File: src/rtl/apu_pkg.sv
// Shared APU waveform-path types: ADSR phase encoding, envelope configuration
// payload and the saturating step helper used by the envelope datapath.
package apu_pkg;

    localparam int unsigned ADSR_GAIN_W = 16;
    localparam int unsigned ADSR_TIME_W = 32;
    localparam int unsigned SAT_W       = 64;

    typedef enum logic [2:0] {
        ADSR_IDLE    = 3'd0,
        ADSR_ATTACK  = 3'd1,
        ADSR_DECAY   = 3'd2,
        ADSR_SUSTAIN = 3'd3,
        ADSR_RELEASE = 3'd4
    } adsr_phase_t;

    typedef struct packed {
        logic [ADSR_GAIN_W-1:0] attack_step;
        logic [ADSR_GAIN_W-1:0] decay_step;
        logic [ADSR_GAIN_W-1:0] release_step;
        logic [ADSR_GAIN_W-1:0] attack_level;
        logic [ADSR_GAIN_W-1:0] sustain_level;
        logic [ADSR_TIME_W-1:0] sustain_time;
        logic                   hold_mode;
    } adsr_config_t;

    // Move cur one step toward limit without overshoot; a zero step lands on limit at once.
    function automatic logic [SAT_W-1:0] sat_step(
        input logic [SAT_W-1:0] cur,
        input logic [SAT_W-1:0] step,
        input logic [SAT_W-1:0] limit,
        input logic             up
    );
        logic [SAT_W:0] sum;
        sum = (SAT_W+1)'(cur) + (SAT_W+1)'(step);
        if (step == '0) begin
            sat_step = limit;
        end else if (up) begin
            sat_step = (sum >= (SAT_W+1)'(limit)) ? limit : sum[SAT_W-1:0];
        end else if ((cur <= limit) || ((cur - limit) <= step)) begin
            sat_step = limit;
        end else begin
            sat_step = cur - step;
        end
    endfunction

endpackage

File: src/rtl/adsr_envelope_gen.sv
// ADSR envelope generator: tick-driven attack/decay/sustain/release gain ramp
// with shadowed configuration, click-free retrigger and hold-until-release mode.
module adsr_envelope_gen
    import apu_pkg::*;
#(
    parameter int unsigned GAIN_WIDTH = ADSR_GAIN_W,
    parameter int unsigned TIME_WIDTH = ADSR_TIME_W
) (
    input  logic                  clk_i,
    input  logic                  rst_i,
    input  logic                  enable_i,
    input  logic                  start_i,
    input  logic                  release_i,
    input  logic                  hold_mode_i,
    input  logic                  tick_i,
    input  logic [GAIN_WIDTH-1:0] attack_step_i,
    input  logic [GAIN_WIDTH-1:0] decay_step_i,
    input  logic [GAIN_WIDTH-1:0] release_step_i,
    input  logic [GAIN_WIDTH-1:0] attack_level_i,
    input  logic [GAIN_WIDTH-1:0] sustain_level_i,
    input  logic [TIME_WIDTH-1:0] sustain_time_i,
    output logic [GAIN_WIDTH-1:0] gain_o,
    output logic [2:0]            phase_o,
    output logic                  idle_o,
    output logic                  done_o
);

    adsr_phase_t           r_state,  w_state_nxt;
    logic [GAIN_WIDTH-1:0] r_gain,   w_gain_nxt;
    logic [TIME_WIDTH-1:0] r_cnt,    w_cnt_nxt;
    logic                  r_done,   w_done_nxt;
    logic                  r_idle,   w_idle_nxt;

    // Shadow configuration, captured only on start
    logic [GAIN_WIDTH-1:0] r_att_step, w_att_step_nxt;
    logic [GAIN_WIDTH-1:0] r_dec_step, w_dec_step_nxt;
    logic [GAIN_WIDTH-1:0] r_rel_step, w_rel_step_nxt;
    logic [GAIN_WIDTH-1:0] r_att_lvl,  w_att_lvl_nxt;
    logic [GAIN_WIDTH-1:0] r_sus_lvl,  w_sus_lvl_nxt;
    logic [TIME_WIDTH-1:0] r_sus_time, w_sus_time_nxt;
    logic                  r_hold,     w_hold_nxt;

    logic [GAIN_WIDTH-1:0] w_att_gain;
    logic [GAIN_WIDTH-1:0] w_dec_gain;
    logic [GAIN_WIDTH-1:0] w_rel_gain;
    logic                  w_releasable;

    // Candidate gains for one tick of each ramping phase
    assign w_att_gain = GAIN_WIDTH'(sat_step(SAT_W'(r_gain), SAT_W'(r_att_step),
                                             SAT_W'(r_att_lvl), 1'b1));
    assign w_dec_gain = (r_sus_lvl >= r_att_lvl) ? r_sus_lvl :
                        GAIN_WIDTH'(sat_step(SAT_W'(r_gain), SAT_W'(r_dec_step),
                                             SAT_W'(r_sus_lvl), 1'b0));
    assign w_rel_gain = GAIN_WIDTH'(sat_step(SAT_W'(r_gain), SAT_W'(r_rel_step),
                                             SAT_W'(0), 1'b0));

    assign w_releasable = (r_state == ADSR_ATTACK) || (r_state == ADSR_DECAY) ||
                          (r_state == ADSR_SUSTAIN);

    always_ff @(posedge clk_i) begin
        if (rst_i) begin
            r_state    <= ADSR_IDLE;
            r_gain     <= '0;
            r_cnt      <= '0;
            r_done     <= 1'b0;
            r_idle     <= 1'b1;
            r_att_step <= '0;
            r_dec_step <= '0;
            r_rel_step <= '0;
            r_att_lvl  <= '0;
            r_sus_lvl  <= '0;
            r_sus_time <= '0;
            r_hold     <= 1'b0;
        end else begin
            r_state    <= w_state_nxt;
            r_gain     <= w_gain_nxt;
            r_cnt      <= w_cnt_nxt;
            r_done     <= w_done_nxt;
            r_idle     <= w_idle_nxt;
            r_att_step <= w_att_step_nxt;
            r_dec_step <= w_dec_step_nxt;
            r_rel_step <= w_rel_step_nxt;
            r_att_lvl  <= w_att_lvl_nxt;
            r_sus_lvl  <= w_sus_lvl_nxt;
            r_sus_time <= w_sus_time_nxt;
            r_hold     <= w_hold_nxt;
        end
    end

    // Control priority: disable, start, release, then tick-driven ramp
    always_comb begin
        w_state_nxt    = r_state;
        w_gain_nxt     = r_gain;
        w_cnt_nxt      = r_cnt;
        w_done_nxt     = 1'b0;
        w_att_step_nxt = r_att_step;
        w_dec_step_nxt = r_dec_step;
        w_rel_step_nxt = r_rel_step;
        w_att_lvl_nxt  = r_att_lvl;
        w_sus_lvl_nxt  = r_sus_lvl;
        w_sus_time_nxt = r_sus_time;
        w_hold_nxt     = r_hold;

        if (!enable_i) begin
            w_state_nxt = ADSR_IDLE;
            w_gain_nxt  = '0;
            w_cnt_nxt   = '0;
        end else if (start_i) begin
            // Gain deliberately kept so a retrigger ramps from where it is
            w_state_nxt    = ADSR_ATTACK;
            w_cnt_nxt      = '0;
            w_att_step_nxt = attack_step_i;
            w_dec_step_nxt = decay_step_i;
            w_rel_step_nxt = release_step_i;
            w_att_lvl_nxt  = attack_level_i;
            w_sus_lvl_nxt  = sustain_level_i;
            w_sus_time_nxt = sustain_time_i;
            w_hold_nxt     = hold_mode_i;
        end else if (release_i && w_releasable) begin
            w_state_nxt = ADSR_RELEASE;
        end else if (tick_i) begin
            case (r_state)
                ADSR_ATTACK: begin
                    w_gain_nxt = w_att_gain;
                    if (w_att_gain == r_att_lvl) begin
                        w_state_nxt = ADSR_DECAY;
                    end
                end
                ADSR_DECAY: begin
                    w_gain_nxt = w_dec_gain;
                    if (w_dec_gain == r_sus_lvl) begin
                        w_state_nxt = ADSR_SUSTAIN;
                        w_cnt_nxt   = '0;
                    end
                end
                ADSR_SUSTAIN: begin
                    w_gain_nxt = r_sus_lvl;
                    if (!r_hold) begin
                        if (r_cnt == r_sus_time) begin
                            w_state_nxt = ADSR_RELEASE;
                            w_cnt_nxt   = '0;
                        end else begin
                            w_cnt_nxt = r_cnt + TIME_WIDTH'(1);
                        end
                    end
                end
                ADSR_RELEASE: begin
                    w_gain_nxt = w_rel_gain;
                    if (w_rel_gain == '0) begin
                        w_state_nxt = ADSR_IDLE;
                        w_done_nxt  = 1'b1;
                    end
                end
                ADSR_IDLE: begin
                    w_gain_nxt = '0;
                end
                default: begin
                    w_state_nxt = ADSR_IDLE;
                    w_gain_nxt  = '0;
                end
            endcase
        end

        w_idle_nxt = (w_state_nxt == ADSR_IDLE);
    end

    assign gain_o  = r_gain;
    assign phase_o = r_state;
    assign idle_o  = r_idle;
    assign done_o  = r_done;

endmodule

File: config.mk
export PLATFORM = sky130hd
export DESIGN_NAME = adsr_envelope_gen
export DESIGN_NICKNAME = d
export VERILOG_FILES = /design/src/rtl/apu_pkg.sv /design/src/rtl/adsr_envelope_gen.sv
export SDC_FILE = /design/constraint.sdc
export NUM_CORES = 1
export LEC_CHECK = 0
export CAP_MARGIN = 20
export CORE_ASPECT_RATIO = 0.6
export CORE_MARGIN = 10
export CORE_UTILIZATION = 28
export DETAILED_ROUTE_END_ITERATION = 8
export PLACE_DENSITY_LB_ADDON = 0.1
export REMOVE_ABC_BUFFERS = 1
export SYNTH_ARGS = -nofsm -noshare
export SYNTH_HDL_FRONTEND = slang
export SYNTH_SLANG_ARGS = --single-unit
File: constraint.sdc
create_clock -name clk_i -period 4.2 [get_ports clk_i]
set_input_delay 0.84 -clock clk_i [delete_from_list [all_inputs] [get_ports clk_i]]
set_output_delay 0.84 -clock clk_i [all_outputs]
set_load 0.05 [all_outputs]
* Word level (Yosys, flattened, before mapping)
Index checks and enable logic that the tools add are counted.
Cells by class: add/sub/neg operators 5, magnitude comparators 6, eq/ne operators 9, mux-type cells 23, bitwise logic cells 5, reductions and logical operators 18
Operators with widths (count):
- $mux W16 | 7
- $mux W32 | 3
- $le A64 B16 Y1 | 1
- $logic_not A16 Y1 | 4
- $pmux W16 S4 | 1
- $pmux W32 S2 | 1
- $add A32 B1 Y32 const B | 1
- $eq A16 B16 Y1 | 2
- $eq A32 B32 Y1 | 1
- $le A16 B16 Y1 | 2
- $sub A16 B16 Y16 | 2
- $mux W3 | 9
- $add A16 B16 Y17 | 1
- $ge A17 B16 Y1 | 1
- $sub A16 B16 Y17 | 1
- $ge A16 B16 Y1 | 1
- $le A16 B1 Y1 const B | 1
- $pmux W3 S5 | 1
- $eq A3 B2 Y1 const B | 2
- $logic_not A3 Y1 | 2
- $reduce_or A6 Y1 | 1
- $not A1 Y1 | 5
- $reduce_and A5 Y1 | 1
- $logic_or A1 B1 Y1 | 4
- 11 further kinds | 11
Word-level totals: register bits 166, input port bits 119, output and inout bits 21, word-level logic and storage cells 78

* Logic depth before layout (Yosys ltp)
Gate-level depths: netlist (run 1).
depth after elaboration 14, mapped depth 24, mapped depth without buffers 22

* Least setup slack after synthesis (run 1)
OpenSTA, ideal clock, no wires.
kind reg-to-reg, start register r_gain[1], in the netlist gain_o[1], end register r_cnt[25], library setup time 0.071 ns, arrival time 4.831 ns, data required time 4.129 ns, path slack -0.702 ns, cell stages (with the launch flop) 22, path buffers 0, period minus slack after synthesis 4.902 ns, cell sequence dfxtp_1 -> ha_1 -> nor2b_1 -> o21ai_0 -> a21oi_1 -> o211ai_1 -> nand2_1 -> a21oi_1 -> o21bai_1 -> a21oi_1 -> o21bai_1 -> xor2_1 -> ha_1 -> and3_1 -> and3_1 -> nand3_1 -> o311ai_0 -> nand3b_1 -> and4b_1 -> a2111o_1 -> or4_1 -> a21oi_1
On the way: cells in the longest elaborated chain, start to end 9, elaborated cells between the ends (all ways) 11, classes of those cells 2 x add/sub; 2 x order compare; 2 x eq/ne; 3 x mux; 2 x reduce/logical
RTL lines:
- start: declaration | RTL line adsr_envelope_gen.sv:29 | logic [GAIN_WIDTH-1:0] r_gain, w_gain_nxt;
- start signal: assignment | RTL line adsr_envelope_gen.sv:76 | r_gain <= w_gain_nxt;
- $sub A16 B16 Y17 | RTL line apu_pkg.sv:40 | end else if ((cur <= limit) || ((cur - limit) <= step)) begin
- $le A64 B16 Y1 | RTL line apu_pkg.sv:40
- $logic_or A1 B1 Y1 | RTL line apu_pkg.sv:40
- $mux W16 * | RTL line apu_pkg.sv:40
- $mux W16 * | RTL line apu_pkg.sv:36 | if (step == '0) begin
- $mux W16 * | RTL line adsr_envelope_gen.sv:51 | assign w_dec_gain = (r_sus_lvl >= r_att_lvl) ? r_sus_lvl :
- $eq A16 B16 Y1 * | RTL line adsr_envelope_gen.sv:131 | if (w_dec_gain == r_sus_lvl) begin
- $ne A2 B1 Y1 (no source line) *
- $reduce_and A5 Y1 (no source line) *
- end signal: assignment | RTL line adsr_envelope_gen.sv:77 | r_cnt <= w_cnt_nxt;
- end: declaration | RTL line adsr_envelope_gen.sv:30 | logic [TIME_WIDTH-1:0] r_cnt, w_cnt_nxt;
Every way passes the cells marked *; elsewhere a longest branch is shown, timed or not. A chain may end at the register's enable or synchronous reset.

* Worst setup path after layout (run 1)
start register r_gain[5], in the netlist gain_o[5], end register r_cnt[25]
The elaborated chain is that of the path after synthesis.

==> results.cfg, run 1 <==
[setup_path]
path_buf_inv = 1
cp-start-kind = flip-flop
crit_slowest_cell = or4_4
max_stage_delay_ps = 510
worstPathMaxFanout = 5
cp_top_family = compound AO/OA/AOI/OAI gates
crit_required_ps = 4600
worst-setup-path-type = reg2reg
cp.arrival_ps = 4940
worstSetupEndpointType = flip-flop
path_cells = ha_1 -> a21oi_1 -> o21ai_0 -> a221oi_2 -> buf_4 -> o21bai_1 -> a21oi_1 -> xnor2_1 -> ha_1 -> and4_1 -> and3_4 -> nand3_4 -> o311ai_2 -> nand3b_1 -> and4b_1 -> a2111o_1 -> or4_4 -> a21oi_2

[routing]
dr.first_iter.drc_count = 1040
wirelength_um = 53600
vias = 13400
routed_via_density = 5.20
wl_per_cell_um = 20.8
drc_errors = 0
ant_nets = 0
drt_pre_antenna_iters = 5

[floorplanning]
rows = 60
die_y_um = 185
die-area_sq_um = 54700
initial_core_util = 0.284
io_pins = 140
die_w_um = 295
core_area_sq_um = 44900

[placement]
dp_hpwl_um = 42700
io_buffer_count = 139
gp_congestion = 0.897
dpl-instance-area_sq_um = 16100

[cts]
cts_buffers = 17
insertion_delay_ps = 470
cts.clk_slew.worst_paths_ps = 70
cts_buffer_depth = 2
cts_root_buffer = clkbuf_16
cts_tree = yes
cts_sinks = 166
htree_levels = 4
hold_buffers = 0

[timing]
fin_skew_ps = 16.6
max_freq_ghz = 0.220
setup_viol = 51
rsz0062_at_grt = yes
relSlewSlack = 0.466
hold_viol = 0
fin_crit_sh = 1.08
worst_pin_slew_ps = 802
timing.final.crit_period_ps = 4540
drv_slew = 0
worst_slack_ps = -338

[synthesis]
synth.area.mux_share = 0.0222
synthArstFlopShare = 0
synth_simple_gate_area_frac = 0.225
yosysUniqueCellTypes = 78
synth_compound_area_frac = 0.238
synth-adder-area-share = 0.116
ys_ff_latch = 166
yosys-top-cells-count = nand2_1 (308), a21oi_1 (206), dfxtp_1 (166)
synth_top_flop_cell = dfxtp_1
syn-cell-area_sq_um = 12700
yosysMostFrequentCell = nand2_1
yosys.area.top_type = dfxtp_1
yosysWarnings = 0
syn_inst = 1667
synth_top_family_by_area = compound AO/OA/AOI/OAI gates
netlist_top_cells_area = dfxtp_1 (26%), ha_1 (11%), nand2_1 (9.1%)
syn_area_per_cell_sq_um = 7.64
synth_edf_count = 0
ys_seq_area_frac = 0.261
synth_xor_area_frac = 0.0864
synth_top_area_share = 0.261

[grt]
antenna_found_initial = 1
grt-ovfl-total = 0
grt_usage = 0.192
grt_pass1_vias = 12800
grt_pass1_wl_um = 79500
grt_max_degree = 59

[cells_and_area]
diodes = 0
layout-drive-gt1-share = 0.211
area_growth_pct = 40.2
fillers = 4649
fin_nets = 2210
fin_area_sq_um = 17900

[run]
cap_viol_max_count = 0

[pwr]
finalPower_w = 0.00479
leakagePower_nw = 7.13
powerDensity_nw_per_um2 = 268
vdd_drop_max_uv = 274

[min_path]
hold_path_class = reg2reg

[outcome]
status = finished, violations left
violations = setup timing
==> power breakdown <==
part	internal [W]	switching [W]	total, W
registers	0.00162	0.0000511	0.00168
logic	0.000680	0.000719	0.00140
clock network	0.000910	0.000806	0.00172
total	0.00321	0.00158	0.00479
==> kinds of logic (layout without fill, tap and decap cells) <==
group | after synthesis | after routing
multiplexers | 28 | 28
flip-flops | 166 | 166
AND/OR/NAND/NOR | 598 | 598
adder cells (fa/ha/maj) | 116 | 116
XOR/XNOR | 113 | 113
AO/OA/AOI/OAI | 474 | 474
buffers and inverters | 172 | 493
==> through the flow <==
step / instances / setup TNS, ps / util / hold slack [ps] / setup slack [ps]
2_1_floorplan: 1587 / -35350 / - / 433 / -871
3_3_place_gp: 2518 / -20040 / 0.359 / 460 / -572
3_5_place_dp: 2518 / -22590 / 0.359 / 463 / -611
4_1_cts: 2566 / -4230 / 0.386 / 473 / -205
5_1_grt: 2577 / -12590 / 0.398 / 492 / -447
6_report: 2577 / -6740 / 0.398 / 471 / -338
==> path summary, 6_finish.rpt <==
kind	end	depth (start not counted)	slack, ps	start
setup / recovery	r_cnt[25]	18	-340	gain_o[5]
hold / removal	r_sus_time[29]	2	470	r_sus_time[29]
setup reg to reg	r_cnt[25]	18	-340	gain_o[5]
hold reg to reg	r_sus_time[29]	2	470	r_sus_time[29]
==> worst register-to-register path: stages, from the launching register on <==
cell	delay, ps
dfxtp_1	360
ha_1	370
a21oi_1	160
o21ai_0	120
a221oi_2	380
buf_4	180
o21bai_1	60
a21oi_1	150
xnor2_1	110
ha_1	320
and4_1	190
and3_4	210
nand3_4	60
o311ai_2	70
nand3b_1	270
and4b_1	320
a2111o_1	500
or4_4	510
a21oi_2	120
==> placed cells by master, fill, tap and decap left out, drive strengths merged, types with 6 or more instances in the layout <==
cell type and count:
a211oi 24, clkdlybuf4s50 138, or2 13, clkbuf 21
nor4 22, mux2i 26, o221ai 7, o21ai 63
or3 10, buf 228, a21oi 206, nand4 38
a21o 47, a31oi 6, a221oi 16, and3 16
xnor2 76, xor2 29, nor2b 21, ha 112
o21a 14, nand2b 18, xnor3 8, nand2 308
dfxtp 166, and2 10, nor3b 6, inv 99
a2111oi 8, o21bai 7, o22ai 9, o211ai 8
or4 11, nand3 29, nor3 17, o2111ai 10
o31ai 8, nor2 58
==> area by class of cell <==
class	count	area [sq um]	area share
sequential	166	3340	0.187
clock buffer	18	439	0.0246
multi-input combinational	1329	9580	0.536
clock inverter	14	161	0.00904
timing repair buffer	369	3250	0.182
tap	589	737	0.0413
inverter	92	348	0.0195
==> sequential cells by signal, summed over array words and instances, names as in the netlist <==
signal,cells
r_dec_step,16
r_att_lvl,16
r_rel_step,16
done_o,1
idle_o,1
r_sus_lvl,16
r_sus_time,32
r_hold,1
r_att_step,16
phase_o,3
r_cnt,32
gain_o,16
==> routing by layer <==
| layer | GRT usage | part of all wire |
|---|---|---|
| met5 | 0 | 0 |
| met4 | 0.0314 | 0.0086 |
| met3 | 0.0371 | 0.061 |
| met2 | 0.257 | 0.38 |
| met1 | 0.305 | 0.55 |
==> repair_timing <==
item / in CTS / in global routing
endpoints found under the hold margin: 0 / 0
resized for setup: 110 / 94
pin swaps: 97 / 60
cloned: 2 / 2
setup endpoints to repair: 51 / 51
buffers inserted: 16 / 12
Note: power is estimated with default switching activity, not from simulation.
==> run 2, diff against run 1 <==
--- a/config.mk
+++ b/config.mk
@@ -9,6 +9,7 @@
 export CORE_ASPECT_RATIO = 0.6
 export CORE_MARGIN = 10
 export CORE_UTILIZATION = 28
+export CTS_CLUSTER_SIZE = 40
 export DETAILED_ROUTE_END_ITERATION = 8
 export PLACE_DENSITY_LB_ADDON = 0.1
 export REMOVE_ABC_BUFFERS = 1
==> results of run 2 <==
No change in the layout: final DEF, timing and power equal those of run 1.
